File: src/rtl/vram_write_arbiter_if.sv
// Requester-side bus of the VRAM write arbiter: two write masters with
// request/last/address/data in, one-hot grant out (names seen from the arbiter).
interface vram_write_arbiter_if #(
    parameter int ADDR_WIDTH = 19,
    parameter int DATA_WIDTH = 1
);
    logic [1:0]            req_i;
    logic [1:0]            last_i;
    logic [ADDR_WIDTH-1:0] addr0_i;
    logic [ADDR_WIDTH-1:0] addr1_i;
    logic [DATA_WIDTH-1:0] data0_i;
    logic [DATA_WIDTH-1:0] data1_i;
    logic [1:0]            gnt_o;

    modport slave (
        input  req_i, last_i, addr0_i, addr1_i, data0_i, data1_i,
        output gnt_o
    );

    modport master (
        output req_i, last_i, addr0_i, addr1_i, data0_i, data1_i,
        input  gnt_o
    );
endinterface

File: src/rtl/vram_write_arbiter.sv
// Two-master VRAM write-port arbiter with bounded bursts and registered writes.
// Define VRAM_ARB_FIXED_PRIO_EN to pin tie priority to requester 0 (default: round-robin).
module vram_write_arbiter #(
    parameter int ACTIVE_COLUMNS = 640,
    parameter int ACTIVE_ROWS    = 480,
    parameter int ADDR_WIDTH     = $clog2(ACTIVE_COLUMNS*ACTIVE_ROWS),
    parameter int DATA_WIDTH     = 1,
    parameter int MAX_BURST      = 64
) (
    input  logic                  clk_i,
    input  logic                  reset_i,
    vram_write_arbiter_if.slave   bus,
    output logic [ADDR_WIDTH-1:0] vram_write_address_o,
    output logic [DATA_WIDTH-1:0] vram_write_data_o,
    output logic                  vram_write_ena_o,
    output logic                  oor_o,
    output logic                  busy_o
);
    typedef enum logic [1:0] {
        IDLE   = 2'd0,
        GRANT0 = 2'd1,
        GRANT1 = 2'd2
    } state_t;

    localparam int                  CNT_W       = $clog2(MAX_BURST+1);
    localparam logic [CNT_W-1:0]    BURST_LIMIT = CNT_W'(MAX_BURST);
    localparam logic [ADDR_WIDTH:0] FRAME_CELLS = (ADDR_WIDTH+1)'(ACTIVE_COLUMNS*ACTIVE_ROWS);

    state_t                state_q, state_d;
    logic                  prio_q, prio_d;
    logic [CNT_W-1:0]      cnt_q, cnt_d;
    logic [ADDR_WIDTH-1:0] addr_q, addr_d;
    logic [DATA_WIDTH-1:0] data_q, data_d;
    logic                  ena_q, ena_d;
    logic                  oor_q, oor_d;

    logic                  granted;
    logic                  owner;
    logic                  other;
    logic                  beat;
    logic                  in_range;
    logic                  release_now;
    logic [CNT_W-1:0]      cnt_inc;
    logic [ADDR_WIDTH-1:0] beat_addr;
    logic [DATA_WIDTH-1:0] beat_data;

    always_comb begin
        granted   = (state_q != IDLE);
        owner     = (state_q == GRANT1);
        other     = ~owner;
        beat      = granted & bus.req_i[owner];
        beat_addr = owner ? bus.addr1_i : bus.addr0_i;
        beat_data = owner ? bus.data1_i : bus.data0_i;
        in_range  = ({1'b0, beat_addr} < FRAME_CELLS);
        cnt_inc   = cnt_q + CNT_W'(1);
        // Dropping req while granted releases without a beat; otherwise the beat
        // itself releases on last or when it fills the burst window.
        release_now = granted & (~bus.req_i[owner] | bus.last_i[owner] | (cnt_inc == BURST_LIMIT));
    end

    always_comb begin
        state_d = state_q;
        prio_d  = prio_q;
        cnt_d   = cnt_q;
        case (state_q)
            IDLE: begin
                case (bus.req_i)
                    2'b01:   state_d = GRANT0;
                    2'b10:   state_d = GRANT1;
                    2'b11:   state_d = prio_q ? GRANT1 : GRANT0;
                    default: state_d = IDLE;
                endcase
            end
            GRANT0, GRANT1: begin
                if (release_now) begin
                    cnt_d = '0;
`ifdef VRAM_ARB_FIXED_PRIO_EN
                    prio_d = 1'b0;
`else
                    prio_d = other;
`endif
                    if (bus.req_i[other]) begin
                        state_d = other ? GRANT1 : GRANT0;
                    end else begin
                        state_d = IDLE;
                    end
                end else if (beat) begin
                    cnt_d = cnt_inc;
                end
            end
            default: state_d = IDLE;
        endcase
    end

    // Every beat is registered; out-of-range beats raise oor instead of the enable.
    always_comb begin
        ena_d  = beat & in_range;
        oor_d  = beat & ~in_range;
        addr_d = beat ? beat_addr : addr_q;
        data_d = beat ? beat_data : data_q;
    end

    always_ff @(posedge clk_i or posedge reset_i) begin
        if (reset_i) begin
            state_q <= IDLE;
            prio_q  <= 1'b0;
            cnt_q   <= '0;
            addr_q  <= '0;
            data_q  <= '0;
            ena_q   <= 1'b0;
            oor_q   <= 1'b0;
        end else begin
            state_q <= state_d;
            prio_q  <= prio_d;
            cnt_q   <= cnt_d;
            addr_q  <= addr_d;
            data_q  <= data_d;
            ena_q   <= ena_d;
            oor_q   <= oor_d;
        end
    end

    assign bus.gnt_o            = {state_q == GRANT1, state_q == GRANT0};
    assign busy_o               = (state_q != IDLE);
    assign vram_write_address_o = addr_q;
    assign vram_write_data_o    = data_q;
    assign vram_write_ena_o     = ena_q;
    assign oor_o                = oor_q;
endmodule

File: src/flat_wrapper.sv
// flat-port wrapper written by rule: the top's interface ports become plain ports
module vram_write_arbiter_flat 
#(
    parameter int ACTIVE_COLUMNS = 640,
    parameter int ACTIVE_ROWS    = 480,
    parameter int ADDR_WIDTH     = $clog2(ACTIVE_COLUMNS*ACTIVE_ROWS),
    parameter int DATA_WIDTH     = 1,
    parameter int MAX_BURST      = 64
)
  (clk_i, reset_i, vram_write_address_o, vram_write_data_o, vram_write_ena_o, oor_o, busy_o, bus_req_i, bus_last_i, bus_addr0_i, bus_addr1_i, bus_data0_i, bus_data1_i, bus_gnt_o);
  vram_write_arbiter_if #(.ADDR_WIDTH(ADDR_WIDTH), .DATA_WIDTH(DATA_WIDTH)) bus_i ();
  input  logic clk_i;
  input  logic reset_i;
  output logic [ADDR_WIDTH-1:0] vram_write_address_o;
  output logic [DATA_WIDTH-1:0] vram_write_data_o;
  output logic vram_write_ena_o;
  output logic oor_o;
  output logic busy_o;
  input wire logic [$bits(bus_i.req_i)-1:0] bus_req_i;
  input wire logic [$bits(bus_i.last_i)-1:0] bus_last_i;
  input wire logic [$bits(bus_i.addr0_i)-1:0] bus_addr0_i;
  input wire logic [$bits(bus_i.addr1_i)-1:0] bus_addr1_i;
  input wire logic [$bits(bus_i.data0_i)-1:0] bus_data0_i;
  input wire logic [$bits(bus_i.data1_i)-1:0] bus_data1_i;
  output wire logic [$bits(bus_i.gnt_o)-1:0] bus_gnt_o;
  assign bus_i.req_i = bus_req_i;
  assign bus_i.last_i = bus_last_i;
  assign bus_i.addr0_i = bus_addr0_i;
  assign bus_i.addr1_i = bus_addr1_i;
  assign bus_i.data0_i = bus_data0_i;
  assign bus_i.data1_i = bus_data1_i;
  assign bus_gnt_o = bus_i.gnt_o;
  vram_write_arbiter #(.ACTIVE_COLUMNS(ACTIVE_COLUMNS), .ACTIVE_ROWS(ACTIVE_ROWS), .ADDR_WIDTH(ADDR_WIDTH), .DATA_WIDTH(DATA_WIDTH), .MAX_BURST(MAX_BURST)) u_core (.clk_i(clk_i), .reset_i(reset_i), .bus(bus_i), .vram_write_address_o(vram_write_address_o), .vram_write_data_o(vram_write_data_o), .vram_write_ena_o(vram_write_ena_o), .oor_o(oor_o), .busy_o(busy_o));
endmodule
File: config.mk
export PLATFORM = sky130hd
export DESIGN_NAME = vram_write_arbiter_flat
export DESIGN_NICKNAME = d
export VERILOG_FILES = /design/src/rtl/vram_write_arbiter_if.sv /design/src/rtl/vram_write_arbiter.sv /design/src/flat_wrapper.sv
export SDC_FILE = /design/constraint.sdc
export NUM_CORES = 1
export LEC_CHECK = 0
export CAP_MARGIN = 20
export CORE_AREA = 2 2 90 49
export CTS_CLUSTER_SIZE = 8
export DETAILED_ROUTE_END_ITERATION = 10
export DIE_AREA = 0 0 92 51
export PLACE_DENSITY_LB_ADDON = 0.12
export SKIP_CTS_REPAIR_TIMING = 1
export SLEW_MARGIN = 20
export SYNTH_ARGS = -nofsm -noshare
export SYNTH_HDL_FRONTEND = slang
export SYNTH_SLANG_ARGS = --single-unit
File: constraint.sdc
create_clock -name clk_i -period 4.9 [get_ports clk_i]
set_input_delay 0.98 -clock clk_i [delete_from_list [all_inputs] [get_ports clk_i]]
set_output_delay 0.98 -clock clk_i [all_outputs]
set_load 0.005 [all_outputs]
==> reports/results.tsv <==
stage	metric	value	unit
finish	n_antenna_cell	0	
setup_path	r2r_setup_slack	2.67	ns
global_routing	antenna_found_initial	0	
min_path	hold_start	u_core.vram_write_address_o[7]$_DFFE_PP0P_	
clock_network	cts_buffer_depth	2	
power_and_ir_drop	peakVddDrop	300	uV
synth	synthArstFlopShare	100	%
sta	setup_tns	0	ns
floorplan	die_area	4690	um2
setup_path	slowest_delay	0.47	ns
placed_design	gp_congestion	0.728	
synth	yosysSeqAreaShare	46.1	%
synth	syn_nets	228	
route	vias	1532	
outcome	status	complete, no violations	
global_routing	grt_pass1_wl	6840	um
min_path	holdPathEnd	u_core.vram_write_address_o[7]$_DFFE_PP0P_	
flow_run	drv_cap	0	
clock_network	cts_root_buf	clkbuf_8	
clock_network	cts.sinks	32	
sta	maxSlewHeadroom	69.1	%
synth	syn_area_per_cell	9.82	um2
floorplan	start_util	43.0	%
route	antenna_left	0	
setup_path	cp-start-kind	flip-flop	
global_routing	grt.overflow.total	0	
finish	area_growth_syn_to_layout	48.6	%
clock_network	clk_pin_slew_worst_paths	0.07	ns
finish	fin_util	63.9	%
sta	worst_pin_slew	0.464	ns
global_routing	track_usage	18.9	%
route	wl	4170	um
setup_path	ff2ff_path_depth	8	
route	via_per_inst	5.06	
sta	finClkSkew	0.00682	ns
setup_path	rr_startpoint	u_core.state_q[0]$_DFFE_PP0P_	
setup_path	reg2reg_to	u_core.cnt_q[6]$_DFFE_PP0P_	
synth	synth_flop_cell	dfrtp_1	
synth	yosysUniqueCellTypes	35	
synth	synth_seq_cells	32	
finish	nets	297	
sta	period_share	56.9	%
setup_path	crit_path_max_fanout	7	
floorplan	die_x	92	um
sta	rsz0062_at_grt	no	
sta	report.final.slew_viol_count	0	
setup_path	critical_path.most_common_cell	inv_1	
sta	period_needed	2.79	ns
power_and_ir_drop	p_leak	1.05	nW
floorplan	fp.coreArea	4040	um2
synth	synth.cell_area	1740	um2
sta	setup_viol	0	
synth	postSynthCellCount	177	
setup_path	cp.buffers_inverters	3	
synth	synth_largest_area_cell	dfrtp_1	
setup_path	critical_path_depth	4	
synth	synth_area_leaders	dfrtp_1 46%, mux2i_1 14%, a21oi_1 8.1%	
global_routing	grt_max_degree	43	
sta	whs	0.526	ns
power_and_ir_drop	p_per_area	569	nW/um2
setup_path	critPathKind	reg2out	
synth	yosysMostFrequentCell	dfrtp_1	
floorplan	die_h	51	um
floorplan	io_pins	71	
synth	synth.top_cells.by_count	32 x dfrtp_1, 28 x a21oi_1, 25 x nor2_1	
clock_network	cts_tree	yes	
route	wl_per_cell	13.7	um
clock_network	cts_buffers	5	
placed_design	port_buffers	70	
setup_path	cp.arrival	1.81	ns
route	drt-initial-drc-count	48	
synth	yosysWarnings	0	
finish	drive_above_1_share	6.91	%
min_path	whs_path_depth	2	
setup_path	cp-end-kind	output pin	
synth	synth_edf_count	0	
floorplan	std_cell_rows	17	
setup_path	crit_family	buffers and inverters	
setup_path	cp_slowest_cell	clkdlybuf4s50_1	
clock_network	h-tree-depth	2	
route	drtPass1Iterations	4	
route	drc	0	
placed_design	dp_hpwl	3130	um
min_path	hold_path_class	reg2reg	
sta	hold_violations	0	
setup_path	required	3.92	ns
sta	fmax	359	MHz
finish	fillers	368	
synth	yosysTopAreaCellShare	46.1	%
global_routing	grt_pass1_vias	1478	
clock_network	worst_skew_pair.late_latency	0.28	ns
setup_path	crit_chain	inv_1 -> ha_1 -> inv_1 -> clkdlybuf4s50_1	
final cells by class:
cell class | instances | area [um2] | area share [%]
multi-input cells | 125 | 857 | 33.2
flip-flops and latches | 32 | 801 | 31.0
repair buffers | 73 | 723 | 28.0
clock buffers | 7 | 96.3 | 3.73
well taps | 57 | 71.3 | 2.76
inverters | 9 | 33.8 | 1.31
flip-flops by register name, indices dropped and copies added (netlist names):
name                         flops
u_core.vram_write_address_o     19
u_core.oor_o                     1
u_core.prio_q                    1
u_core.cnt_q                     7
u_core.vram_write_data_o         1
u_core.vram_write_ena_o          1
u_core.state_q                   2
where the power goes:
group	switching, mW	internal [mW]	total, mW	leakage (nW)
registers	0.0971	0.393	0.490	0.368
clock network	0.0941	0.125	0.219	0.0503
logic	0.361	0.400	0.761	0.635
total	0.552	0.918	1.47	1.05
layout by cell type, fill, tap and decap left out, types with 3 or more instances in the layout:
master	netlist	final
mux2i_1	24	24
clkdlybuf4s50_1	0	70
buf_4	1	3
ha_1	5	5
and3_1	3	3
a21oi_1	28	27
nand2_1	7	7
nor2b_1	3	3
nor2_1	25	25
inv_1	9	9
nand3_1	3	3
dfrtp_1	32	32
clkbuf_8	0	7
o21ai_0	4	4
layer usage:
metal  share of wire (%)  routed length, um  up-vias  GRT usage [%]
met5                   0                  0        -              0
met4                 1.0                 42        0           5.22
met3                 8.8                365        5           8.26
met2                  41               1730       48           27.6
met1                  49               2030      719           25.6
li1                    -                  -      760              -
worst register-to-register path: cells and delay by family, from the launching register on:
family          cells  cell delay, ns
compound gates      4            0.93
buf+inv             2            0.49
flops               1            0.40
fa+ha+maj           1            0.17
simple gates        1            0.15
cells by family after synthesis:
family,share of synthesized area (%)
and+or+nand+nor,13.5
buffers and inverters,4.82
adders and majority gates,3.60
muxes,13.8
AOI/OAI and AO/OA,17.7
DFF,46.1
xor gates and xnor gates,0.504
through the flow:
stage | cell area (um2) | instances | setup slack (ns) | total power, mW
6_report | 2580 | 303 | 2.11 | 1.47
5_1_grt | 2580 | 303 | 2.02 | 1.59
4_1_cts | 2580 | 303 | 2.10 | 1.49
3_5_place_dp | 2490 | 296 | 2.25 | 1.27
3_3_place_gp | 2490 | 296 | 2.31 | 1.25
2_1_floorplan | 1740 | 177 | 2.94 | 0.935
how the worst max path moves through the flow:
stage | from | end | slack [ns]
final | u_core.state_q[0]$_DFFE_PP0P_ | busy_o | 2.11
after global routing | u_core.state_q[0]$_DFFE_PP0P_ | busy_o | 2.02
after CTS | u_core.state_q[0]$_DFFE_PP0P_ | busy_o | 2.10
after detailed placement | bus_req_i[1] | u_core.cnt_q[6]$_DFFE_PP0P_ | 2.25
after global placement | bus_req_i[1] | u_core.cnt_q[6]$_DFFE_PP0P_ | 2.31
after floorplan | bus_req_i[1] | u_core.cnt_q[6]$_DFFE_PP0P_ | 2.94
No activity file was read; power rests on OpenSTA's default activity.
